### src/rtl/fetch_queue_if.sv
// Fetch-to-decode queue bus: fetch-side push channel, decode-side head channel with
// pre-split RV64I fields, and the branch flush.
interface fetch_queue_if #(
  parameter int DEPTH = 4
);
  localparam int CW = $clog2(DEPTH) + 1;

  logic          flush;
  logic          in_valid;
  logic          in_ready;
  logic [63:0]   in_pc;
  logic [31:0]   in_instr;
  logic          out_valid;
  logic          out_ready;
  logic [63:0]   out_pc;
  logic [31:0]   out_instr;
  logic [6:0]    out_opcode;
  logic [4:0]    out_rd;
  logic [2:0]    out_funct3;
  logic [4:0]    out_rs1;
  logic [4:0]    out_rs2;
  logic [CW-1:0] count;

  // Queue side.
  modport slave (
    input  flush, in_valid, in_pc, in_instr, out_ready,
    output in_ready, out_valid, out_pc, out_instr,
           out_opcode, out_rd, out_funct3, out_rs1, out_rs2, count
  );

  // Fetch/decode side.
  modport master (
    output flush, in_valid, in_pc, in_instr, out_ready,
    input  in_ready, out_valid, out_pc, out_instr,
           out_opcode, out_rd, out_funct3, out_rs1, out_rs2, count
  );
endinterface

### src/rtl/fetch_queue.sv
// In-order instruction queue between fetch and decode: circular buffer of {pc, instr}
// with valid/ready on both sides, branch flush, and pre-split decode fields.
module fetch_queue #(
  parameter int DEPTH = 4
) (
  input  logic          clk,
  input  logic          reset,
  fetch_queue_if.slave  q
);
  localparam int AW = $clog2(DEPTH);
  localparam int CW = AW + 1;
  localparam logic [31:0] NOP = 32'h0000_0013;

  logic [63:0]   pc_mem    [DEPTH];
  logic [31:0]   instr_mem [DEPTH];
  logic [AW-1:0] rd_ptr, wr_ptr;
  logic [CW-1:0] count;

  logic push, pop;

  assign q.in_ready  = (count != CW'(DEPTH));
  assign q.out_valid = (count != '0);
  assign push = q.in_valid  & q.in_ready  & ~q.flush;
  assign pop  = q.out_valid & q.out_ready & ~q.flush;

  // NOTE: sequential state uses non-blocking assignments so every register samples
  // the pre-edge values; blocking here would create order-dependent simulation.
  always_ff @(posedge clk) begin
    if (reset || q.flush) begin
      rd_ptr <= '0;
      wr_ptr <= '0;
      count  <= '0;
    end else begin
      if (push) wr_ptr <= wr_ptr + AW'(1);
      if (pop)  rd_ptr <= rd_ptr + AW'(1);
      case ({push, pop})
        2'b10:   count <= count + CW'(1);
        2'b01:   count <= count - CW'(1);
        default: count <= count;
      endcase
    end
  end

  // NOTE: storage has no reset; out_valid masks stale words, and leaving the array
  // unreset lets it map onto plain RAM/register-file cells.
  always_ff @(posedge clk) begin
    if (!reset && push) begin
      pc_mem[wr_ptr]    <= q.in_pc;
      instr_mem[wr_ptr] <= q.in_instr;
    end
  end

  // NOTE: every combinational output gets a default first so no path can infer a latch.
  always_comb begin
    q.out_pc    = '0;
    q.out_instr = NOP;
    if (q.out_valid) begin
      q.out_pc    = pc_mem[rd_ptr];
      q.out_instr = instr_mem[rd_ptr];
    end
  end

  assign q.out_opcode = q.out_instr[6:0];
  assign q.out_rd     = q.out_instr[11:7];
  assign q.out_funct3 = q.out_instr[14:12];
  assign q.out_rs1    = q.out_instr[19:15];
  assign q.out_rs2    = q.out_instr[24:20];
  assign q.count      = count;
endmodule

### src/flat_wrapper.sv
// flat-port wrapper written by rule: the top's interface ports become plain ports
module fetch_queue_flat 
#(
  parameter int DEPTH = 4
)
  (clk, reset, q_flush, q_in_valid, q_in_pc, q_in_instr, q_out_ready, q_in_ready, q_out_valid, q_out_pc, q_out_instr, q_out_opcode, q_out_rd, q_out_funct3, q_out_rs1, q_out_rs2, q_count);
  fetch_queue_if #(.DEPTH(DEPTH)) q_i ();
  input  logic clk;
  input  logic reset;
  input wire logic [$bits(q_i.flush)-1:0] q_flush;
  input wire logic [$bits(q_i.in_valid)-1:0] q_in_valid;
  input wire logic [$bits(q_i.in_pc)-1:0] q_in_pc;
  input wire logic [$bits(q_i.in_instr)-1:0] q_in_instr;
  input wire logic [$bits(q_i.out_ready)-1:0] q_out_ready;
  output wire logic [$bits(q_i.in_ready)-1:0] q_in_ready;
  output wire logic [$bits(q_i.out_valid)-1:0] q_out_valid;
  output wire logic [$bits(q_i.out_pc)-1:0] q_out_pc;
  output wire logic [$bits(q_i.out_instr)-1:0] q_out_instr;
  output wire logic [$bits(q_i.out_opcode)-1:0] q_out_opcode;
  output wire logic [$bits(q_i.out_rd)-1:0] q_out_rd;
  output wire logic [$bits(q_i.out_funct3)-1:0] q_out_funct3;
  output wire logic [$bits(q_i.out_rs1)-1:0] q_out_rs1;
  output wire logic [$bits(q_i.out_rs2)-1:0] q_out_rs2;
  output wire logic [$bits(q_i.count)-1:0] q_count;
  assign q_i.flush = q_flush;
  assign q_i.in_valid = q_in_valid;
  assign q_i.in_pc = q_in_pc;
  assign q_i.in_instr = q_in_instr;
  assign q_i.out_ready = q_out_ready;
  assign q_in_ready = q_i.in_ready;
  assign q_out_valid = q_i.out_valid;
  assign q_out_pc = q_i.out_pc;
  assign q_out_instr = q_i.out_instr;
  assign q_out_opcode = q_i.out_opcode;
  assign q_out_rd = q_i.out_rd;
  assign q_out_funct3 = q_i.out_funct3;
  assign q_out_rs1 = q_i.out_rs1;
  assign q_out_rs2 = q_i.out_rs2;
  assign q_count = q_i.count;
  fetch_queue #(.DEPTH(DEPTH)) u_core (.clk(clk), .reset(reset), .q(q_i));
endmodule
### config.mk
export PLATFORM = sky130hd
export DESIGN_NAME = fetch_queue_flat
export DESIGN_NICKNAME = d
export VERILOG_FILES = /design/src/rtl/fetch_queue_if.sv /design/src/rtl/fetch_queue.sv /design/src/flat_wrapper.sv
export SDC_FILE = /design/constraint.sdc
export NUM_CORES = 1
export LEC_CHECK = 0
export BUFFER_PORTS_ARGS = -buffer_cell sky130_fd_sc_hd__buf_2
export CORE_MARGIN = 2
export CORE_UTILIZATION = 40
export CTS_BUF_LIST = sky130_fd_sc_hd__clkbuf_8
export DETAILED_ROUTE_END_ITERATION = 10
export PLACE_DENSITY = 0.59
export SLEW_MARGIN = 30
export SYNTH_ARGS = -nofsm -noshare
export SYNTH_HDL_FRONTEND = slang
export SYNTH_SLANG_ARGS = --single-unit
### constraint.sdc
create_clock -name clk -period 4.1 [get_ports clk]
set_input_delay 0.41 -clock clk [delete_from_list [all_inputs] [get_ports clk]]
set_output_delay 0.41 -clock clk [all_outputs]
set_load 0.01 [all_outputs]
==> impl_metrics.tcl <==
set metrics [dict create \
    status "complete, no violations" \
    finish.utilization 0.507 \
    port_buffers 226 \
    syn_inst 688 \
    post-cts-setup-buffer-count 0 \
    min_to "u_core.instr_mem[0][15]" \
    met1_usage 0.193 \
    clkPwrFrac 0.407 \
    skew_ns 0.0197 \
    hold_viol 0 \
    fin_tns_setup_ns 0 \
    max_freq_mhz 341 \
    path_max_fanout 52 \
    fp.dieW_um 199 \
    ff2ff_path_depth 9 \
    clockBufferDepth 3 \
    synth_compound_area_frac 0.00297 \
    antenna_found_initial 1 \
    slew_headroom 0.390 \
    post_synth_fa_ha_maj_area_fraction 0.00545 \
    initial_core_util 0.404 \
    clk_pin_slew_ns 0.06 \
    synth_mux_area_frac 0.143 \
    synth_common_cells "384 x edfxtp_1, 96 x mux4_2, 94 x and2_1" \
    drive_gt1_frac 0.399 \
    cts_root_buf "clkbuf_8" \
    drt-total-wl_um 30800 \
    drcViolationCount 0 \
    drt-initial-drc-count 375 \
    power_frac_comb 0.043 \
    internal_power_w 0.00640 \
    power.switching_w 0.00171 \
    netlist_area_um2 15200 \
    worstReg2RegStart "u_core.q.count[2]" \
    synthArstFlopShare 0 \
    num_vias 7679 \
    grt_start_max_net_pins 53 \
    power-per-cell-area_nw_per_um2 427 \
    period_minus_slack_ns 2.93 \
    crit_arrival_ns 2.52 \
    tightest_slew_ns 0.916 \
    grt_pass1_wl_um 47000 \
    cp-start-kind "register" \
    synth_cell_types 26 \
    numClockSinks 393 \
    ys_warn_count 0 \
    yosysTopAreaCell "edfxtp_1" \
    hold_path_class "in -> reg" \
    nNetsFinal 1144 \
    synth_xor_area_frac 0.00173 \
    post-dp-hpwl_um 17400 \
    finalMaxSlewViolations 0 \
    routedWlPerCell_um 19.2 \
    synth_ff_type "edfxtp_1" \
    synth.area.top_cells "edfxtp_1 76%, mux4_2 14%, and2_1 3.9%" \
    synth_top_area_share 0.761 \
    cts_buffers 68 \
    end_kind "output port" \
    syn_area_per_cell_um2 22.0 \
    grtUsageTotal 0.159 \
    cap_viol_max_count 0 \
    overflow 0 \
    viasPerCell 4.80 \
    ant_nets 0 \
    top_usage_layer "met2" \
    rsz0062_at_grt "no" \
    worstSkewPairLatency_ns 0.60 \
    synth_top_family_by_area "multiplexers" \
    core_um2 37500 \
    ff2ff_setup_slack_ns 1.61 \
    synth_seq_cells 393 \
    use_met3 0.0566 \
    hold_depth 1 \
    syn_nets 795 \
    ios 227 \
    swShare 0.211 \
    finalSetupViolCount 0 \
    reg2reg_to "u_core.q.count[2]" \
    rows 71 \
    die_h_um 199 \
    synthSimpleGateAreaFrac 0.0477 \
    synth_edf_count 384 \
    synth-seq-area-share 0.773 \
    power_leakage_nw 6.71 \
    min_from "q_in_instr[15]" \
    die_area_um2 39400 \
    p_seq_frac 0.550 \
    cts_tree "yes" \
    use_met2 0.265 \
    syn_to_final_growth_pct 25.5 \
    grt_pass1_vias 8352 \
    crit_type "reg -> out" \
    first_pass_iters 4 \
    gp_congestion 0.686 \
    peakVddDrop_uv 290 \
    fin_crit_sh 0.716 \
    worstPathRequired_ns 3.69 \
    synth_most_common_cell "edfxtp_1" \
    cts_max_level 3 \
]
-- worst max path at each step --
stage	start	to	slack, ns	cells past startpoint
finish	register	q_out_instr[3]	1.17	4
CTS	register	q_out_instr[3]	1.03	4
global placement	u_core.q.count[2]	u_core.q.count[2]	1.71	9
floorplan	u_core.q.count[0]	u_core.instr_mem[0][0]	0.43	3
global route	register	q_out_pc[46]	1.01	4
detailed placement	u_core.q.count[2]	u_core.q.count[2]	1.65	9
-- per-layer routing --
layer / routed length (µm) / part of all wire / vias to the layer above
li1: - / - / 3469
met1: 13000 / 0.42 / 3927
met2: 15100 / 0.49 / 224
met3: 2030 / 0.066 / 59
met4: 656 / 0.021 / 0
met5: 0 / 0 / -
-- stage by stage --
step | power, W | instances | setup WS [ns] | hold slack [ns] | cell area, µm²
finish | 0.00812 | 1601 | 1.17 | 0.0631 | 19000
global route | 0.00845 | 1601 | 1.01 | 0.0220 | 19000
CTS | 0.00824 | 1600 | 1.03 | 0.00256 | 19000
detailed placement | 0.00483 | 1383 | 1.65 | 0.479 | 16800
global placement | 0.00482 | 1383 | 1.71 | 0.466 | 16800
floorplan | 0.00468 | 688 | 0.433 | 0.459 | 15200
-- final cells by class --
| type | instances | area (µm²) |
|---|---|---|
| repair buffers | 337 | 2300 |
| multi-input cells | 231 | 3060 |
| fillers | 3128 | 18500 |
| clock inverters | 49 | 264 |
| diodes | 1 | 2.50 |
| flip-flops and latches | 393 | 11700 |
| inverters | 6 | 22.5 |
| clock buffers | 73 | 1000 |
| well taps | 511 | 639 |
-- registers in the layout (all words and copies together), names as in the netlist, named ones only --
register / flops
u_core.pc_mem: 256
u_core.q.count: 3
u_core.instr_mem: 128
u_core.rd_ptr: 2
u_core.wr_ptr: 2
-- placed cells by master (no fill, tap or decap), drive strengths merged, types with 5 or more instances in the layout --
cell type,n
clkinv,20
and2,94
buf,242
dfxtp,9
mux4,96
ha,5
dlygate4sd3,95
clkbuf,73
edfxtp,384
inv,31
nor2,7
-- cells by family (layout without fill, tap and decap cells) --
logic type | count (synthesis) | in the layout
AOI/OAI and AO/OA | 8 | 8
xor gates and xnor gates | 3 | 3
adders and majority gates | 6 | 6
buffers and inverters | 64 | 465
DFF | 393 | 393
muxes | 96 | 96
other | 0 | 1
and+or+nand+nor | 118 | 118
-- power groups by stage --
stage | sequential [W] | clock (W) | combinational [W]
after floorplan | 0.00455 | 0 | 0.000132
after global placement | 0.00454 | 0 | 0.000276
after detailed placement | 0.00455 | 0 | 0.000280
after CTS | 0.00446 | 0.00342 | 0.000357
after global routing | 0.00446 | 0.00360 | 0.000386
final | 0.00446 | 0.00330 | 0.000350
-- timing repair --
action,4_1_cts,5_1_grt
setup endpoints to repair,0,0
hold endpoints to repair,376,0
resized for setup,0,0
hold buffers,95,0
-- critical path, cell delays in order, from the launching register on --
cell     delay (ns)
dfxtp_4        0.93
buf_12         0.29
mux4_2         0.33
and2_1         0.20
buf_2          0.14
(Power assumes the default switching activity.)
